### config.mk
export PLATFORM = sky130hd
export DESIGN_NAME = lelo_temp_core
export DESIGN_NICKNAME = d
export VERILOG_FILES = /design/src/rtl/lelo_temp_core.sv
export SDC_FILE = /design/constraint.sdc
export NUM_CORES = 1
export LEC_CHECK = 0
export CORE_AREA = 2 2 93 95
export DETAILED_ROUTE_END_ITERATION = 10
export DIE_AREA = 0 0 95 97
export PLACE_DENSITY = 0.62
export REMOVE_ABC_BUFFERS = 1
export SYNTH_ARGS = -nofsm -noshare
export SYNTH_HDL_FRONTEND = slang
export SYNTH_SLANG_ARGS = --single-unit
### constraint.sdc
create_clock -name clk -period 2.28 [get_ports clk]
set_clock_uncertainty 0.05 [all_clocks]
set_input_delay 0.456 -clock clk [delete_from_list [all_inputs] [get_ports clk]]
set_output_delay 0.456 -clock clk [all_outputs]
set_load 0.02 [all_outputs]
### src/rtl/lelo_temp_core.sv
// Temperature-oscillator edge counter: counts synchronized osc rises over a 256<<win_sel window.
// Result/valid/done update on the clock edge closing the window; no backpressure, start is a level.
module lelo_temp_core (
  input  logic       clk,
  input  logic       rst_n,
  input  logic       ena,
  input  logic [7:0] ui_in,
  output logic [7:0] uo_out,
  input  logic [7:0] uio_in,
  output logic [7:0] uio_out,
  output logic [7:0] uio_oe
);

  typedef enum logic [1:0] {IDLE, MEASURE, DONE} state_t;

  state_t      state_q, state_d;
  logic [2:0]  osc_sync;
  logic        osc_rise;
  logic        start;
  logic [15:0] edge_cnt_q, edge_cnt_d, edge_cnt_inc;
  logic [15:0] win_cnt_q, win_cnt_d;
  logic [15:0] result_q, result_d;
  logic        valid_q, valid_d;
  logic        unused_bits;

  assign start    = ena & ui_in[0];
  assign osc_rise = osc_sync[1] & ~osc_sync[2];

  // Saturating increment: fast oscillators must pin at full scale, never wrap.
  always_comb begin
    edge_cnt_inc = edge_cnt_q;
    if (osc_rise && (edge_cnt_q != 16'hFFFF)) begin
      edge_cnt_inc = edge_cnt_q + 16'd1;
    end
  end

  always_comb begin
    state_d    = state_q;
    edge_cnt_d = edge_cnt_q;
    win_cnt_d  = win_cnt_q;
    result_d   = result_q;
    valid_d    = valid_q;
    case (state_q)
      IDLE, DONE: begin
        edge_cnt_d = 16'd0;
        if (start) begin
          state_d   = MEASURE;
          win_cnt_d = 16'd256 << ui_in[4:2];
        end else begin
          state_d = IDLE;
        end
      end
      MEASURE: begin
        if (!ena) begin
          state_d    = IDLE;
          edge_cnt_d = 16'd0;
          win_cnt_d  = 16'd0;
        end else begin
          edge_cnt_d = edge_cnt_inc;
          win_cnt_d  = win_cnt_q - 16'd1;
          // Last counted cycle: its own edge is folded into the latched result.
          if (win_cnt_q == 16'd1) begin
            result_d = edge_cnt_inc;
            valid_d  = 1'b1;
            state_d  = DONE;
          end
        end
      end
      default: state_d = IDLE;
    endcase
  end

  always_ff @(posedge clk or negedge rst_n) begin
    if (!rst_n) begin
      state_q    <= IDLE;
      osc_sync   <= 3'b000;
      edge_cnt_q <= 16'd0;
      win_cnt_q  <= 16'd0;
      result_q   <= 16'd0;
      valid_q    <= 1'b0;
    end else begin
      state_q    <= state_d;
      osc_sync   <= {osc_sync[1:0], ui_in[1]};
      edge_cnt_q <= edge_cnt_d;
      win_cnt_q  <= win_cnt_d;
      result_q   <= result_d;
      valid_q    <= valid_d;
    end
  end

  assign uo_out  = ui_in[7] ? result_q[15:8] : result_q[7:0];
  assign uio_out = {5'b00000, (state_q == DONE), (state_q == MEASURE), valid_q};
  assign uio_oe  = 8'h07;

  assign unused_bits = &{1'b0, uio_in, ui_in[6:5]};

endmodule

== Word-level counts from Yosys, hierarchy flattened ==
Index checks and enable logic that the tools add are counted.
Storage, ports and cells
  output and inout port bits: 24
  register bits: 54
  word-level logic and storage cells: 35
Operators by class
  equal/unequal tests: 6
  shifts and indexed selects: 1
  reductions and logical operators: 6
  bitwise logic cells: 3
  $add $sub $neg: 2
  multiplexer cells: 11
Operators by type and width (count)
  16-bit two-way mux: 4
  16-bit case mux with 2 select lines: 2
  16-bit by 1-bit adder with 16-bit output, second input constant: 1
  16-bit by 1-bit equality test with 1-bit output, second input constant: 1
  16-bit != test, second input constant: 1
  9-bit by 3-bit << shifter with 16-bit output, first input constant: 1
  16-bit by 1-bit subtractor with 16-bit output, second input constant: 1
  8-bit two-way mux: 1
  2-bit two-way mux: 2
  2-bit case mux with 2 select lines: 1
  3-bit by 2-bit != test with 1-bit output, second input constant: 1
  3-bit AND reduction: 1
  1-bit AND: 2
  2-bit by 1-bit equality test with 1-bit output, second input constant: 1
  2-bit equality test, second input constant: 1
  2-bit logical NOT: 1
  2-bit != test, second input constant: 1
  2-bit AND reduction: 1
  2-bit nonzero test: 1
  2-bit OR reduction: 1
  1-bit logical AND: 1
  1-bit two-way mux: 1
  1-bit inverter: 1

== Depth between registers and ports, before layout ==
Gate-level depths: netlist of the first run.
  depth after elaboration: 6
  gate-level depth with buffers: 8
  gate-level depth less buffers: 7

== Worst setup path after synthesis of the first run ==
OpenSTA, ideal clock, no wires.
  kind: register to register
  start: register edge_cnt_q[1]
  end: register edge_cnt_q[11]
  arrival time: 1.667 ns
  clock period less this slack: 1.850 ns
  setup time: 0.133 ns
  path buffers: 1
  stages on the path, launching flop included: 8
  setup slack: 0.430 ns
  required time: 2.097 ns
  cell sequence: dfrtp_1 ha_1 and4_1 a41oi_4 buf_2 a31oi_1 o21ai_0 o31ai_1
On the way
  cells in the longest elaborated chain, start to end: 5
  elaborated cells between the ends (all ways): 6
  those cells by class: add/sub: 1; eq/ne: 1; mux: 3; reduce/logical: 1
Ends and longest elaborated chain
  start: declaration: RTL line 20  | logic [15:0] edge_cnt_q, edge_cnt_d, edge_cnt_inc;
  start signal: assignment: RTL line 84  | edge_cnt_q <= edge_cnt_d;
  branches (longest 2 deep; another with 16-bit by 1-bit adder with 16-bit output)
  16-bit two-way mux (*): RTL line 32  | if (osc_rise && (edge_cnt_q != 16'hFFFF)) begin
  16-bit two-way mux (*): RTL line 54  | if (!ena) begin
  16-bit case mux with 2 select lines (*): RTL line 43  | case (state_q)
Mark *: on every way between the ends.
A chain may end at the register's enable or synchronous reset.

== Final worst setup path of the first run ==
  start: input port ui_in[7]
  end: output port uo_out[0]
On the way
  cells in the longest elaborated chain, start to end: 1
Ends and longest elaborated chain
  start: declaration: RTL line 7  | input logic [7:0] ui_in,
  8-bit two-way mux: RTL line 91  | assign uo_out = ui_in[7] ? result_q[15:8] : result_q[7:0];
  end: declaration: RTL line 8  | output logic [7:0] uo_out,
Every way passes these cells.

==> out/qor.csv, run 1 <==
metric,value,unit
worst r2r src,edge_cnt_q[0],
share of power burned in registers,0.470,
Design Power,2.814,mW
post-detail-place hpwl,4.651,mm
dominant cell by count in the synthesized netlist,dfrtp_1,
"flops & latches, synth",54,
# diodes,0,
DR vias/cell,5.410,
worst hold path class,in2async,
Achievable Freq,444.1,MHz
worst slack at placement,-0.2081,ns
I/O Buffers,19,
vias in the first global route,2491,
outcome,"finished, final reports clean",
sw power,0.9940,mW
first-pass GRT wire length,11.65,mm
core area,0.008134,mm²
Synth top area share,0.4237,
Die Wd,95,µm
Top Metal Used,met4,
"Seq/Total Area, Yosys",0.4237,
largest net degree at the start of global routing,55,
initial antenna violation count,0,
power per cell area,785.0,mW/mm²
initial drt markers,165,
Crit Path Class,in2out,
Initial Util,0.3921,
Ports,43,
worst setup margin,0.02833,ns
Slew @ Worst Pin,0.6123,ns
Worst-Skew Late Latency,0.29,ns
"Max FO, Critical Path",8,
Antenna Nets Post-Route,0,
Post-synth top cells,"dfrtp_1 (54), o21ai_0 (47), nor2_1 (30)",
routed wire length,6.833,mm
Max Slew Vio Count,0,
Row Count,33,
largest area contributor in the netlist,dfrtp_1,
WP data arrival,1.75,ns
Max Cap Viol,0,
"EDFF count, synth",0,
fillers,778,
"delay-heaviest family, CP",buffers and inverters,
Leakage,1.496,nW
Critical Path Start Type,input pin,
Netlist Area Pre-Place,0.003189,mm²
CP peak stage delay,0.51,ns
R2R Setup Slk,0.24,ns
Synth cell types,52,
ys async rst share,1.000,
ranking of synthesized cells by area,"dfrtp_1 (42%), o21ai_0 (7.4%), buf_4 (4.7%)",
met3 routed WL,196,µm
"Buf+Inv Stages, Crit Path",3,
CTS sink cnt,54,
Vias,2548,
switching share of power,0.3533,
Max transition margin,0.5918,
Reg area,0.001351,mm²
Slowest cell on crit path,clkdlybuf4s50_1,
Pre-antenna DRT Iters,4,
internal power,1.820,mW
GPL Wtd Cong,0.9277,
CTS Buffer Depth,2,
DIE AREA,0.009215,mm²
# nets final,388,
cell depth of the worst flop-to-flop path,6,
routed wl met2,3.354,mm
CTS Buf Count,5,
Synth Flop Type,dfrtp_1,
die height,97,µm
Peak supply drop,0.0004163,V
DRC viols,0,
clk slew on worst S/H paths,0.09,ns
total track usage,0.1546,
GRT overflow,0,
Hold Fails Final Rpt,0,
crit path time final,2.252,ns
layout cells sized above 1,0.1393,
TritonCTS clock tree,done,
Syn Inst Count,346,
wire length per cell,14.51,µm
routed metal-1 wire length,3.263,mm
clock share of power,0.181,
combinational power share,0.349,
worst r2r dst,result_q[7],
clock root cell,clkbuf_8,
multi-input logic area,0.001622,mm²
Layout area overhead,12.40,%
number of H-tree levels,2,
CP Capture Type,primary output,
synth warn,0,
critical-path cell list,clkdlybuf4s50_1 -> buf_12 -> mux2_2 -> dlygate4sd2_1,
RSZ-0062 raised after global routing,no,
CP required,1.77,ns
Finish-stage setup viols,0,
Syn Area/Cell,9.218,µm²
fin crit share,0.9876,
cell usage in the layout (no fill, tap or decap), drive strengths merged, types with 5 or more instances in the layout:
| cell type | Yosys | layout |
|---|---|---|
| clkdlybuf4s15 | 0 | 6 |
| a21oi | 24 | 24 |
| clkdlybuf4s50 | 0 | 10 |
| clkbuf | 8 | 7 |
| o21ai | 47 | 47 |
| xnor2 | 5 | 5 |
| inv | 7 | 7 |
| mux2 | 8 | 8 |
| dfrtp | 54 | 54 |
| conb | 2 | 13 |
| a31oi | 10 | 10 |
| o31ai | 9 | 9 |
| nand2 | 22 | 22 |
| xor2 | 9 | 9 |
| nor2 | 30 | 30 |
| nor3 | 12 | 12 |
| and4 | 6 | 6 |
| a41oi | 7 | 8 |
| buf | 31 | 22 |
| nand3 | 11 | 11 |
| nand4 | 8 | 8 |
power by group through the flow:
stage | combinational [mW] | clock [mW] | sequential, mW
CTS | 0.980 | 0.531 | 1.32
global route | 1.10 | 0.571 | 1.36
floorplan | 0.669 | 0 | 1.32
detailed placement | 1.03 | 0 | 1.34
finish | 0.983 | 0.509 | 1.32
global placement | 1.01 | 0 | 1.34
registers in the layout, indices dropped and copies added (netlist names):
name	count
edge_cnt_q	16
result_q	16
win_cnt_q	16
osc_sync	3
state_q	2
valid_q	1
timing repair:
item	in CTS	in global routing
hold endpoints to repair	0	0
buffers inserted	0	0
pin swaps	0	1
setup endpoints to repair	8	9
hold buffers	0	0
gates cloned	0	1
gates resized for setup	8	6
worst max path at each step:
stage          startpoint  depth (start not counted)           to
3_5_place_dp     ui_in[7]                          4    uo_out[6]
5_1_grt          ui_in[7]                          4    uo_out[4]
3_3_place_gp     ui_in[7]                          4    uo_out[2]
6_report         ui_in[7]                          4    uo_out[0]
4_1_cts          ui_in[7]                          4    uo_out[6]
2_1_floorplan  state_q[0]                          5  result_q[8]
cell families (layout without fill, tap and decap cells):
logic type | count (synthesis) | after routing | share of synthesized area
flops | 54 | 54 | 0.4237
xor+xnor | 14 | 14 | 0.03845
mux | 9 | 9 | 0.03139
compound gates | 108 | 109 | 0.2091
other cells | 2 | 13 | 0.002355
simple gates | 110 | 110 | 0.1973
buf+inv | 46 | 54 | 0.08592
fa+ha+maj | 3 | 3 | 0.01177
per-stage QoR:
stage	setup TNS, ns	utilization	std cells	hold WS [ns]	area [µm²]
after global routing	0	0.4407	471	0.1054	3585
final	0	0.4407	471	0.09493	3585
after CTS	0	0.4378	470	0.1022	3561
after global placement	-1.585	0.4296	463	0.3179	3495
after detailed placement	-1.608	0.4296	463	0.3030	3495
after floorplan	-9.395	-	318	0.1104	2983
layout make-up:
cell class              instances  area share
clock buffers                   7     0.02129
inverters                       7    0.007330
multi-input cells             258      0.4524
flip-flops and latches         54      0.3770
well taps                     105     0.03665
repair buffers                 40      0.1054
metal layers:
metal,track usage,vias up
met5,0,-
met4,0.02230,0
met3,0.02726,2
met2,0.2575,45
met1,0.2141,1229
li1,-,1272
No activity file was read; power rests on OpenSTA's default activity.
==> run 2, diff against run 1 <==
Settings changed: GPL_ROUTABILITY_DRIVEN set to 0.
==> results of run 2 <==
Same layout as run 1: the final DEF is identical, and so are final timing and power.
==> run 3, diff against run 2 <==
Settings changed: HOLD_SLACK_MARGIN set to 0.12.
==> run 3 against run 2 <==
Maximum frequency unchanged. Highest routed layer unchanged. Worst setup slack unchanged. Power increased by 0.12%. Critical path depth unchanged.
==> out/qor.csv, run 3 (synthesis results as in run 1) <==
metric,value,unit
outcome,"finished, final reports clean",
HP Start,osc_sync[0],
I/O Buffers,19,
Achievable Freq,444.1,MHz
worst hold path class,reg2reg,
Slew @ Worst Pin,0.6114,ns
Finish-stage setup viols,0,
Worst-Skew Late Latency,0.29,ns
most frequent cells in the layout,"dfrtp_1 (54), o21ai_0 (47), nor2_1 (30)",
clock root cell,clkbuf_8,
worst r2r dst,edge_cnt_q[10],
worst r2r src,edge_cnt_q[0],
layout cells sized above 1,0.1390,
CTS Buf Count,5,
DIE AREA,0.009215,mm²
Leakage,1.500,nW
die height,97,µm
wire length per cell,14.57,µm
GRT overflow,0,
first-pass GRT wire length,11.65,mm
initial drt markers,129,
# diodes,0,
Ports,43,
vias in the first global route,2491,
Vias,2542,
Max Slew Vio Count,0,
Final Hold Slack,0.3324,ns
routed wire length,6.875,mm
DRC viols,0,
Antenna Nets Post-Route,0,
post-detail-place hpwl,4.651,mm
"most common cell after layout, fill and taps aside",dfrtp_1,
CTS Buffer Depth,2,
cell depth of the worst flop-to-flop path,6,
top flop regs,"edge_cnt_q (16), result_q (16), win_cnt_q (16)",
crit path time final,2.252,ns
total track usage,0.1546,
Layout area overhead,12.71,%
fillers,777,
Design Power,2.817,mW
core area,0.008134,mm²
worst hold path cell count,0,
initial antenna violation count,0,
Crit Path Class,in2out,
Die Wd,95,µm
clk slew on worst S/H paths,0.10,ns
Hold Path Sink,osc_sync[1],
Critical Path Start Type,input pin,
CTS sink cnt,54,
power per cell area,783.7,mW/mm²
number of H-tree levels,2,
TritonCTS clock tree,done,
RSZ-0062 raised after global routing,no,
Hold Fails Final Rpt,0,
WP data arrival,1.75,ns
Initial Util,0.3921,
"Max FO, Critical Path",8,
CP required,1.77,ns
# nets final,389,
R2R Setup Slk,0.21,ns
Max Cap Viol,0,
CP Capture Type,primary output,
Pre-antenna DRT Iters,5,
Row Count,33,
Peak supply drop,0.0004160,V
fin crit share,0.9876,
largest net degree at the start of global routing,55,
Max transition margin,0.5924,
DR vias/cell,5.386,
## run 3: changes by cell type in the layout (fill, tap and decap cells not counted), sizes merged
cell	previous run	this run
dlygate4sd3	0	1
## run 3: final cells by class
type	count	area, µm²	area share
clock buffer	7	76.32	0.02123
inverter	7	26.28	0.007309
multi-input combinational	258	1622	0.4511
sequential	54	1351	0.3759
tap	105	131.4	0.03655
timing repair buffer	41	387.9	0.1079
## run 3: repair_timing
item                                    4_1_cts  5_1_grt
pin swaps                                     0        1
gates cloned                                  0        1
setup buffers                                 0        0
resized for setup                             8        6
hold buffers                                  1        0
endpoints found under the setup margin        8        9
endpoints found under the hold margin        54        0
## run 3: worst max-delay path by stage
stage | from | cells past startpoint | to
floorplan | state_q[0] | 5 | result_q[8]
global placement | ui_in[7] | 4 | uo_out[2]
detailed placement | ui_in[7] | 4 | uo_out[6]
CTS | ui_in[7] | 4 | uo_out[6]
global route | ui_in[7] | 4 | uo_out[4]
finish | ui_in[7] | 4 | uo_out[0]
## run 3: through the flow
| stage | area, µm² | instances | setup slack, ns | TNS (ns) | util |
|---|---|---|---|---|---|
| after global routing | 3595 | 472 | 0.0007238 | 0 | 0.4419 |
| after floorplan | 2983 | 318 | -0.5849 | -9.395 | - |
| after detailed placement | 3495 | 463 | -0.2081 | -1.608 | 0.4296 |
| after global placement | 3495 | 463 | -0.2038 | -1.585 | 0.4296 |
| after CTS | 3571 | 471 | 0.009696 | 0 | 0.4390 |
| final | 3595 | 472 | 0.02833 | 0 | 0.4419 |
## run 3: worst max-delay path, stage by stage
cell and delay [ns]:
clkdlybuf4s50_1 0.51, buf_12 0.14, mux2_2 0.32, dlygate4sd2_1 0.32
## run 3: power breakdown
group          switching [mW]  internal, mW
Clock                   0.296         0.213
Combinational           0.551         0.434
Sequential              0.149          1.17
Total                   0.996          1.82
## run 3: layer usage
layer	global-route usage	wire length [µm]	share of wire	up-vias
met4	0.02230	19	0.0028	0
met3	0.02726	233	0.034	2
met2	0.2575	3343	0.49	62
met1	0.2141	3279	0.48	1208
li1	-	-	-	1270
met5	0	0	0	-
